<file path="src/rtl/shot_pkg.sv">
// Shared types and widths for the shot pool: direction encoding, slot state, fixed-point sizing.
// Latency: n/a (declarations only).
// Backpressure: n/a.
package shot_pkg;

    // Integer pixel width of every on-screen coordinate.
    localparam int POS_INT_W = 11;

    typedef enum logic [1:0] {
        DIR_UP    = 2'b00,
        DIR_RIGHT = 2'b01,
        DIR_DOWN  = 2'b10,
        DIR_LEFT  = 2'b11
    } dir_t;

    typedef enum logic {
        SLOT_IDLE   = 1'b0,
        SLOT_FLYING = 1'b1
    } slot_state_t;

    // Signed fixed-point width: sign bit + integer pixel bits + fraction bits.
    function automatic int fx_width(input int frac_bits);
        return POS_INT_W + frac_bits + 1;
    endfunction

endpackage

</file>
<file path="src/rtl/shot_channel.sv">
// One projectile slot: IDLE/FLYING state, fixed-point position and speed, bounds kill, optional lifetime.
// Latency: spawn/kill/move take effect on the clock edge after the request cycle.
// Backpressure: none; the parent only spawns into an idle slot, collision strobes on an idle slot are ignored.
// Ports: clk/reset, i_sof frame pulse, i_spawn + i_dir + i_spawn_x/y load request, i_collision hit strobe,
//        o_alive slot flying flag, o_x/o_y integer pixel position.
// Optional feature: SHOT_LIFETIME_EN adds a per-slot frame countdown that auto-kills the shot.
module shot_channel
    import shot_pkg::*;
#(
    parameter int FRAC_BITS  = 6,
    parameter int SHOT_SPEED = 200,
    parameter int X_MAX      = 639,
    parameter int Y_MAX      = 479
`ifdef SHOT_LIFETIME_EN
    ,
    parameter int LIFETIME_FRAMES = 60
`endif
) (
    input  logic                 clk,
    input  logic                 reset,
    input  logic                 i_sof,
    input  logic                 i_spawn,
    input  logic [1:0]           i_dir,
    input  logic [POS_INT_W-1:0] i_spawn_x,
    input  logic [POS_INT_W-1:0] i_spawn_y,
    input  logic                 i_collision,
    output logic                 o_alive,
    output logic [POS_INT_W-1:0] o_x,
    output logic [POS_INT_W-1:0] o_y
);

    localparam int W = fx_width(FRAC_BITS);
    localparam logic signed [W-1:0]       SPEED = W'(SHOT_SPEED);
    localparam logic [POS_INT_W-1:0]      X_LIM = POS_INT_W'(X_MAX);
    localparam logic [POS_INT_W-1:0]      Y_LIM = POS_INT_W'(Y_MAX);

    slot_state_t         r_state;
    slot_state_t         w_state_nxt;
    dir_t                w_dir;
    logic signed [W-1:0] r_pos_x, r_pos_y, r_spd_x, r_spd_y;
    logic signed [W-1:0] w_spd_x, w_spd_y, w_nxt_x, w_nxt_y;
    logic                w_oob, w_expire, w_move;

    assign w_dir   = dir_t'(i_dir);
    assign w_nxt_x = r_pos_x + r_spd_x;
    assign w_nxt_y = r_pos_y + r_spd_y;

    // Candidate position leaves the screen if it goes negative or its pixel part exceeds the last legal pixel.
    assign w_oob = w_nxt_x[W-1] | w_nxt_y[W-1]
                 | (w_nxt_x[FRAC_BITS +: POS_INT_W] > X_LIM)
                 | (w_nxt_y[FRAC_BITS +: POS_INT_W] > Y_LIM);

`ifdef SHOT_LIFETIME_EN
    localparam int LW = (LIFETIME_FRAMES < 2) ? 1 : $clog2(LIFETIME_FRAMES + 1);
    logic [LW-1:0] r_life;

    always_ff @(posedge clk) begin
        if (reset) begin
            r_life <= '0;
        end else if (i_spawn) begin
            r_life <= LW'(LIFETIME_FRAMES);
        end else if (r_state == SLOT_FLYING && i_sof && r_life != '0) begin
            r_life <= r_life - 1'b1;
        end
    end

    // The frame that takes the counter to zero is the frame the shot dies on.
    assign w_expire = (r_life <= LW'(1));
`else
    assign w_expire = 1'b0;
`endif

    // Collision beats a same-cycle move; bounds and lifetime kills leave the position untouched.
    assign w_move = (r_state == SLOT_FLYING) & i_sof & ~i_collision & ~w_oob & ~w_expire;

    always_comb begin
        w_spd_x = '0;
        w_spd_y = '0;
        case (w_dir)
            DIR_UP:    w_spd_y = -SPEED;
            DIR_RIGHT: w_spd_x = SPEED;
            DIR_DOWN:  w_spd_y = SPEED;
            DIR_LEFT:  w_spd_x = -SPEED;
            default:   ;
        endcase
    end

    always_ff @(posedge clk) begin
        if (reset) begin
            r_state <= SLOT_IDLE;
        end else begin
            r_state <= w_state_nxt;
        end
    end

    always_comb begin
        w_state_nxt = r_state;
        case (r_state)
            SLOT_IDLE:   if (i_spawn) w_state_nxt = SLOT_FLYING;
            SLOT_FLYING: if (i_collision || (i_sof && (w_oob || w_expire))) w_state_nxt = SLOT_IDLE;
            default:     w_state_nxt = SLOT_IDLE;
        endcase
    end

    always_comb begin
        o_alive = (r_state == SLOT_FLYING);
        o_x     = r_pos_x[FRAC_BITS +: POS_INT_W];
        o_y     = r_pos_y[FRAC_BITS +: POS_INT_W];
    end

    always_ff @(posedge clk) begin
        if (reset) begin
            r_pos_x <= '0;
            r_pos_y <= '0;
            r_spd_x <= '0;
            r_spd_y <= '0;
        end else if (i_spawn) begin
            r_pos_x <= {1'b0, i_spawn_x, {FRAC_BITS{1'b0}}};
            r_pos_y <= {1'b0, i_spawn_y, {FRAC_BITS{1'b0}}};
            r_spd_x <= w_spd_x;
            r_spd_y <= w_spd_y;
        end else if (w_move) begin
            r_pos_x <= w_nxt_x;
            r_pos_y <= w_nxt_y;
        end
    end

endmodule

</file>
<file path="src/rtl/shot_pool_ctrl.sv">
// Multi-slot projectile manager: allocates the lowest idle slot on fire, enforces a frame cooldown, packs slot outputs.
// Latency: spawn visible (alive/position/shot_fired) one cycle after the qualifying fire cycle.
// Backpressure: fire requests while the pool is full, cooling down or player asleep are dropped silently.
// Ports: clk/reset, startOfFrame pulse, fire_pressed/player_awake/player_direction/playerX/YPosition from the
//        player, fireCollision per slot; alive, packed topLeftX/topLeftY (slot i at [i*11 +: 11]), shot_fired, pool_full.
// Optional feature: SHOT_LIFETIME_EN enables per-slot auto-kill after LIFETIME_FRAMES frames.
module shot_pool_ctrl
    import shot_pkg::*;
#(
    parameter int NUM_SHOTS       = 4,
    parameter int FRAC_BITS       = 6,
    parameter int SHOT_SPEED      = 200,
    parameter int SPAWN_OFFSET    = 16,
    parameter int COOLDOWN_FRAMES = 8,
    parameter int X_MAX           = 639,
    parameter int Y_MAX           = 479
`ifdef SHOT_LIFETIME_EN
    ,
    parameter int LIFETIME_FRAMES = 60
`endif
) (
    input  logic                   clk,
    input  logic                   reset,
    input  logic                   startOfFrame,
    input  logic                   fire_pressed,
    input  logic                   player_awake,
    input  logic [1:0]             player_direction,
    input  logic [10:0]            playerXPosition,
    input  logic [10:0]            playerYPosition,
    input  logic [NUM_SHOTS-1:0]   fireCollision,
    output logic [NUM_SHOTS-1:0]   alive,
    output logic [NUM_SHOTS*11-1:0] topLeftX,
    output logic [NUM_SHOTS*11-1:0] topLeftY,
    output logic                   shot_fired,
    output logic                   pool_full
);

    localparam int CW = (COOLDOWN_FRAMES < 2) ? 1 : $clog2(COOLDOWN_FRAMES + 1);

    logic [CW-1:0]          r_cooldown;
    logic                   r_shot_fired;
    logic                   w_spawn;
    logic [NUM_SHOTS-1:0]   w_free, w_pick, w_spawn_vec;
    logic [POS_INT_W-1:0]   w_spawn_x, w_spawn_y;

    assign pool_full  = &alive;
    assign shot_fired = r_shot_fired;

    // Lowest set bit of the idle mask; alive is registered, so a slot killed this edge is only offered next cycle.
    assign w_free      = ~alive;
    assign w_pick      = w_free & (~w_free + NUM_SHOTS'(1));
    assign w_spawn     = fire_pressed & player_awake & (r_cooldown == '0) & ~pool_full;
    assign w_spawn_vec = w_pick & {NUM_SHOTS{w_spawn}};

    assign w_spawn_x = playerXPosition + POS_INT_W'(SPAWN_OFFSET);
    assign w_spawn_y = playerYPosition + POS_INT_W'(SPAWN_OFFSET);

    // A spawn reload wins over the frame decrement in the same cycle.
    always_ff @(posedge clk) begin
        if (reset) begin
            r_cooldown   <= '0;
            r_shot_fired <= 1'b0;
        end else begin
            r_shot_fired <= w_spawn;
            if (w_spawn) begin
                r_cooldown <= CW'(COOLDOWN_FRAMES);
            end else if (startOfFrame && r_cooldown != '0) begin
                r_cooldown <= r_cooldown - 1'b1;
            end
        end
    end

    for (genvar g = 0; g < NUM_SHOTS; g++) begin : g_slot
        shot_channel #(
            .FRAC_BITS      (FRAC_BITS),
            .SHOT_SPEED     (SHOT_SPEED),
            .X_MAX          (X_MAX),
            .Y_MAX          (Y_MAX)
`ifdef SHOT_LIFETIME_EN
            ,
            .LIFETIME_FRAMES(LIFETIME_FRAMES)
`endif
        ) u_channel (
            .clk        (clk),
            .reset      (reset),
            .i_sof      (startOfFrame),
            .i_spawn    (w_spawn_vec[g]),
            .i_dir      (player_direction),
            .i_spawn_x  (w_spawn_x),
            .i_spawn_y  (w_spawn_y),
            .i_collision(fireCollision[g]),
            .o_alive    (alive[g]),
            .o_x        (topLeftX[g*POS_INT_W +: POS_INT_W]),
            .o_y        (topLeftY[g*POS_INT_W +: POS_INT_W])
        );
    end

endmodule

</file>
<file path="config.mk">
export PLATFORM = sky130hd
export DESIGN_NAME = shot_pool_ctrl
export DESIGN_NICKNAME = d
export VERILOG_FILES = /design/src/rtl/shot_pkg.sv /design/src/rtl/shot_channel.sv /design/src/rtl/shot_pool_ctrl.sv
export SDC_FILE = /design/constraint.sdc
export NUM_CORES = 1
export LEC_CHECK = 0
export ABC_AREA = 1
export BUFFER_PORTS_ARGS = -buffer_cell sky130_fd_sc_hd__buf_2
export CAP_MARGIN = 20
export CORE_MARGIN = 2
export CORE_UTILIZATION = 25
export CTS_CLUSTER_DIAMETER = 200
export DETAILED_ROUTE_END_ITERATION = 10
export HOLD_SLACK_MARGIN = 0.05
export PLACE_DENSITY = 0.51
export SYNTH_ARGS = -nofsm -noshare
export SYNTH_HDL_FRONTEND = slang
export SYNTH_SLANG_ARGS = --single-unit
</file>
<file path="constraint.sdc">
create_clock -name clk -period 3.6 [get_ports clk]
set_input_delay 0.36 -clock clk [delete_from_list [all_inputs] [get_ports clk]]
set_output_delay 0.36 -clock clk [all_outputs]
set_load 0.005 [all_outputs]
</file>
# Word-level counts from Yosys, hierarchy flattened
# Index checks and enable logic that the tools add are counted.
[word_totals] word_cells=153 output_inout_bits=94 input_bits=33 reg_bits=297
[op_classes] mux=32 reduce_logical=23 addsub=12 magnitude_cmp=8 eq_ne=3 bitwise_logic=44
[op_table] op="2-to-1 mux 17 bit" n=16
[op_table] op="adder 18 bit" n=8
[op_table] op="case mux 18 bit (2 select lines)" n=2
[op_table] op="> comparator 11 x 10 -> 1 bit (second input constant)" n=4
[op_table] op="> comparator 11 x 9 -> 1 bit (second input constant)" n=4
[op_table] op="adder 11 x 5 -> 11 bit (second input constant)" n=2
[op_table] op="AND 1 bit" n=15
[op_table] op="NOT 1 bit" n=13
[op_table] op="OR 1 bit" n=12
[op_table] op="nonzero test 2 bit" n=5
[op_table] op="OR reduction 2 bit" n=5
[op_table] op="AND 4 bit" n=2
[op_table] op="2-to-1 mux 1 bit" n=8
[op_table] op="2-to-1 mux 4 bit" n=2
[op_table] op="NOT 4 bit" n=2
[op_table] op="case mux 1 bit (2 select lines)" n=4
[op_table] op="logical AND 1 bit" n=5
[op_table] op="adder 4 x 1 -> 4 bit (second input constant)" n=1
[op_table] op="== test 2 bit (second input constant)" n=2
[op_table] op="logical NOT 4 bit" n=1
[op_table] op="logical OR 1 bit" n=4
[op_table] op="AND reduction 4 bit" n=1
[op_table] op="nonzero test 4 bit" n=1
[op_table] op="subtractor 4 x 1 -> 4 bit (second input constant)" n=1
[op_table] op="other kinds (2)" n=2

# Logic depth before layout (Yosys ltp)
[logic_depth] depth_word=8 ltp_mapped=20 ltp_nobuf=19

# Modules after synthesis
# Synthesis repeated with hierarchy kept, for this count alone.
[hier_totals] hier_cells=2498 hier_area_um2=14984.4
[by_module_without_submodules] module="shot_channel at g_slot[0].u_channel ..." area_per_inst_um2=3606.0 seq_area_each_um2=740.7 n_inst=3 cells_each=605
[by_module_without_submodules] module="shot_channel at g_slot[3].u_channel" area_per_inst_um2=3648.5 seq_area_each_um2=740.7 n_inst=1 cells_each=604
[by_module_without_submodules] module="shot_pool_ctrl" area_per_inst_um2=518.0 seq_area_each_um2=100.1 n_inst=1 cells_each=79

# Worst setup path after synthesis
# OpenSTA, ideal clock, no wires.
[synth_timing] path_type="register to register" startpoint="reg g_slot[1].u_channel.r_spd_y[16]" endpoint="reg g_slot[1].u_channel.r_pos_y[10]" synth_period_minus_slack_ps=2665 path_stages_with_launch=18 n_path_buf=1 setup_slack_ps=935 arrival_time_ps=2538 setup_time_ps=128 required_time_ps=3472 path_cell_list="dfxtp_1 > inv_1 > fa_1 > inv_1 > nand3_1 > nand3_2 > nand2_1 > nand2_1 > nand2_1 > nand3b_1 > nand2_1 > nor3_4 > nand3_4 > nand2_4 > buf_6 > nor2_1 > nor2_1 > nor2_1"
[synth_between] elab_chain_cells=7 word_cells_on_any_way=8 classes_between="add/sub: 1; order compare: 1; bitwise: 5; reduce/logical: 1"
[synth_lines] element="start: declaration" line_no="shot_channel.sv:40" text="logic signed [W-1:0] r_pos_x, r_pos_y, r_spd_x, r_spd_y;"
[synth_lines] element="start signal: assignment" line_no="shot_channel.sv:121" text="r_spd_y <= w_spd_y;"
[synth_lines] element="adder 18 bit *" line_no="shot_channel.sv:46" text="assign w_nxt_y = r_pos_y + r_spd_y;"
[synth_lines] element="branches (longest 2 deep; another with > comparator 11 x 9 -> 1 bit)"
[synth_lines] element="OR 1 bit *" line_no="shot_channel.sv:51" text="| (w_nxt_y[FRAC_BITS +: POS_INT_W] > Y_LIM);"
[synth_lines] element="NOT 1 bit *" line_no="shot_channel.sv:74" text="assign w_move = (r_state == SLOT_FLYING) & i_sof & ~i_collision & ~w_oob & ~w_expire;"
[synth_lines] element="AND 1 bit *" line_no="shot_channel.sv:74"
[synth_lines] element="nonzero test 2 bit (no source line) *"
[synth_lines] element="end signal: assignment" line_no="shot_channel.sv:119" text="r_pos_y <= {1'b0, i_spawn_y, {FRAC_BITS{1'b0}}};"
[synth_lines] element="end signal: assignment" line_no="shot_channel.sv:124" text="r_pos_y <= w_nxt_y;"
[synth_lines] element="end: declaration" line_no="shot_channel.sv:40"
# Mark *: on every way between the ends.
# A chain may end at the register's enable or synchronous reset.

# Worst setup path after layout
[layout_timing] startpoint="reg g_slot[3].u_channel.r_spd_x[16]" endpoint="reg g_slot[3].u_channel.r_pos_y[9]"
[layout_between] elab_chain_cells=7 word_cells_on_any_way=8 classes_between="add/sub: 1; order compare: 1; bitwise: 5; reduce/logical: 1"
[layout_lines] element="start: declaration" line_no="shot_channel.sv:40"
[layout_lines] element="start signal: assignment" line_no="shot_channel.sv:120" text="r_spd_x <= w_spd_x;"
[layout_lines] element="adder 18 bit *" line_no="shot_channel.sv:45" text="assign w_nxt_x = r_pos_x + r_spd_x;"
[layout_lines] element="> comparator 11 x 10 -> 1 bit or OR 1 bit (tied branches)" line_no="shot_channel.sv:50, shot_channel.sv:49"
[layout_lines] element="OR 1 bit *" line_no="shot_channel.sv:50" text="| (w_nxt_x[FRAC_BITS +: POS_INT_W] > X_LIM)"
[layout_lines] element="OR 1 bit *" line_no="shot_channel.sv:51"
[layout_lines] element="NOT 1 bit *" line_no="shot_channel.sv:74"
[layout_lines] element="AND 1 bit *" line_no="shot_channel.sv:74"
[layout_lines] element="nonzero test 2 bit (no source line) *"
[layout_lines] element="end signal: assignment" line_no="shot_channel.sv:119"
[layout_lines] element="end signal: assignment" line_no="shot_channel.sv:124"
[layout_lines] element="end: declaration" line_no="shot_channel.sv:40"
# Every way passes the cells marked *; elsewhere a longest branch is shown, timed or not.

==> metrics.txt <==
EDFF count, synth 0; max incr delay on CP 0.74 ns; CTS tree built; router iterations before antenna repair 5; Worst-Skew Late Latency roughly 0.48 ns; Mapped Area between 10000 and 15000 um2; post-route insts no fill approximately 3.2k; gr usage total 0.1688; H-tree Lvls 4; Cell Count Post-Placement 3182; layout cells sized above 1 0.09150; Post-CTS Setup Inserts 0; Final min period 3.102 ns; maximum clock rate approximately 0.32 GHz; FP Rows just under 90; setup violators final 0; 1st-iter DRT viols ~850; Routed wire per std cell 15.44 um; kind of end point of the critical path flip-flop; sequential area share after synthesis 0.2143; synthesis-stage register bit count about 150; total grt overflow 0; Post-DP Area between 15000 and 20000 um2; Slowest-stage cell, CP dfxtp_1; Final Power about 5.3 mW; area grow syn2layout 10.37%; first-pass GRT wire length about 77000 um; routed vias/inst 4.441; leading area contributor after synthesis dfxtp_1; Routed WL roughly 50000 um; post-detailed-route count of antenna-violating nets 0; Die Y 243.1 um; via count between 10k and 15k; Max-Cap Viols 0; # hold bufs at CTS 0; clk sinks between 150 and 200; Root Buffer clkbuf_16; Design Area, Final approximately 16000 um2; Net Count, Synth roughly 2.6k; maximum fanout along the worst path 14; vias in the first global route about 13k; period utilization 0.8617; Pwr per Cell Area roughly 330 nW/um2; Setup crit start kind flip-flop; Post-route DRC 0; HPWL after DPL 38820 um; Final Hold Viols 0; worst-path cell chain ha_1 -> a21oi_1 -> nand2_1 -> nand2_1 -> nand2_1 -> nand2_1 -> nand3_1 -> nand2_1 -> inv_1 -> a21oi_1 -> nand2_1 -> nor2_2 -> buf_4 -> nand3_1 -> nand2_1 -> nor2_1 -> nor2_1; status completed; clock tree buffer depth 2; IO Port Bufs 126; CP Class reg2reg; Slew Viols, Final 0; largest net degree at the start of global routing between 70 and 80; most used cell, CP nand2_1; die width 243.1 um; CTS Buf Count 17; Synthesis Warnings 0; Reg clk slew, reported paths approximately 0.07 ns; Critical Path RT approximately 4 ns; DIE AREA between 50000 and 60000 um2; Static Leak 8.705 nW; Syn Area/Cell just under 6 um2; setup ws final roughly 0.50 ns; Post-synth top flop dfxtp_1; RSZ-0062 raised after global routing no; I/O pin cnt approximately 130; initial antenna violation count 9; final clock skew roughly 0.017 ns; Post-synth ARST share 0; total core area about 56000 um2; relative slew slack 0.3558; Syn Inst Count between 2k and 2.5k; CP arrival about 3.5 ns; Hold WC Path Type in2reg; post-synthesis cell type count slightly above 40; Starting Density 0.2530; Max IR drop VDD around 0.00022 V; Yosys top cell area share 0.2143; Least-Margin Pin Slew 0.9594 ns; GP Congestion a little under 0.9; Layout Nets roughly 2.6k; Setup TNS 0 ns; top cells by area, synth dfxtp_1 21%, nand2_1 19%, ha_1 10%, nor2_1 9.2%, inv_1 9.2%; Setup WS pre-CTS around 0.37 ns
==> cell families after synthesis <==
kind of cell               Yosys count  synth area share
and+or+nand+nor                   1347            0.3929
buffers and inverters              496            0.1583
DFF                                153            0.2143
adders and majority gates          124            0.1128
xor gates and xnor gates            74           0.04535
AOI/OAI and AO/OA                  209           0.07634
==> routing by layer <==
| metal | part of all wire | GRT usage | vias up | routed length (um) |
|---|---|---|---|---|
| met5 | 0.0011 | 0 | - | 56 |
| met3 | 0.054 | 0.04025 | 51 | 2681 |
| li1 | - | - | 7533 | - |
| met4 | 0.021 | 0.04926 | 10 | 1063 |
| met2 | 0.45 | 0.2776 | 254 | 22480 |
| met1 | 0.47 | 0.2185 | 6434 | 23380 |
==> path summary, 6_finish.rpt <==
check,startpoint,endpoint,slack (ns),depth (start not counted)
setup / recovery,g_slot[3].u_channel.r_spd_x[16],g_slot[3].u_channel.r_pos_y[9],0.50,17
hold reg to reg,g_slot[1].u_channel.r_pos_y[17],g_slot[1].u_channel.r_pos_y[17],0.46,2
hold / removal,fireCollision[2],g_slot[2].u_channel.o_alive,0.21,4
setup reg to reg,g_slot[3].u_channel.r_spd_x[16],g_slot[3].u_channel.r_pos_y[9],0.50,17
==> final cells by class <==
| type | count | area [um2] |
|---|---|---|
| Antenna cell | 1 | 2.502 |
| Clock buffer | 20 | 446.7 |
| Tap cell | 756 | 945.9 |
| Fill cell | 6471 | 40720 |
| Clock inverter | 12 | 93.84 |
| Inverter | 359 | 1348 |
| Multi-Input combinational cell | 1754 | 8976 |
| Timing Repair Buffer | 161 | 897.1 |
| Sequential cell | 153 | 3064 |
==> placed cells by master, fill, tap and decap left out, drive strengths merged <==
cell type,Yosys,layout
or2,3,3
xor2,31,31
fa,8,8
buf,108,161
nor3b,1,1
clkbuf,29,20
a31oi,9,9
nor2,354,354
o22ai,1,1
nor3,23,23
ha,116,116
clkinv,2,5
and3,1,1
nand3,173,173
nand3b,19,19
nand4,48,48
and2,4,4
o21ai,69,69
a21oi,123,123
diode,0,1
clkinvlp,0,6
dfxtp,153,153
nand2,721,721
xnor2,43,43
inv,357,360
o21bai,4,4
a21o,3,3
==> power by group <==
| group | switching (mW) | internal (mW) | total (mW) |
|---|---|---|---|
| Combinational | 1.07 | 0.539 | 1.61 |
| Clock | 0.834 | 0.903 | 1.74 |
| Sequential | 0.110 | 1.81 | 1.92 |
==> worst max-delay path, delay by kind of cell, from the launching register on <==
kind            cells  cell delay (ns)
compound gates      2             0.30
fa+ha+maj           1             0.39
buf+inv             2             0.29
flops               1             0.74
simple gates       12             1.31
==> through the flow <==
| step | util | hold WS (ns) |
|---|---|---|
| floorplan | - | 0.4253 |
| global placement | 0.2694 | 0.4426 |
| detailed placement | 0.2694 | 0.4427 |
| CTS | 0.2789 | 0.1807 |
| global route | 0.2792 | 0.2190 |
| finish | 0.2792 | 0.2092 |
==> synthesized netlist by cell type, types with 2 or more instances <==
| cell | count |
|---|---|
| o21bai_1 | 4 |
| buf_4 | 99 |
| nand3b_1 | 19 |
| a31oi_1 | 9 |
| a21o_1 | 3 |
| buf_2 | 5 |
| nand2_2 | 2 |
| a21oi_2 | 4 |
| nand4_1 | 46 |
| ha_1 | 116 |
| nor3_2 | 5 |
| clkbuf_1 | 29 |
| nor3_4 | 2 |
| o21ai_1 | 4 |
| nor2_1 | 351 |
| inv_2 | 7 |
| fa_1 | 8 |
| or2_2 | 2 |
| and2_1 | 3 |
| nand4_2 | 2 |
| a21oi_1 | 119 |
| buf_6 | 3 |
| nand3_1 | 171 |
| xor2_1 | 31 |
| clkinv_1 | 2 |
| nor2_2 | 3 |
| nor3_1 | 16 |
| inv_1 | 350 |
| dfxtp_1 | 153 |
| nand2_1 | 718 |
| o21ai_0 | 65 |
| xnor2_1 | 43 |
==> registers in the layout, indices dropped and copies added, names as in the netlist <==
register and cells:
g_slot.u_channel.r_pos_x 60, r_cooldown 4, shot_fired 1, g_slot.u_channel.r_spd_x 12
g_slot.u_channel.r_pos_y 60, g_slot.u_channel.r_spd_y 12, g_slot.u_channel.o_alive 4
==> timing repair <==
| item | CTS | global route |
|---|---|---|
| resized for setup | 0 | 1 |
| hold endpoints to repair | 0 | 0 |
| endpoints found under the setup margin | 0 | 11 |
(Power assumes the default switching activity.)
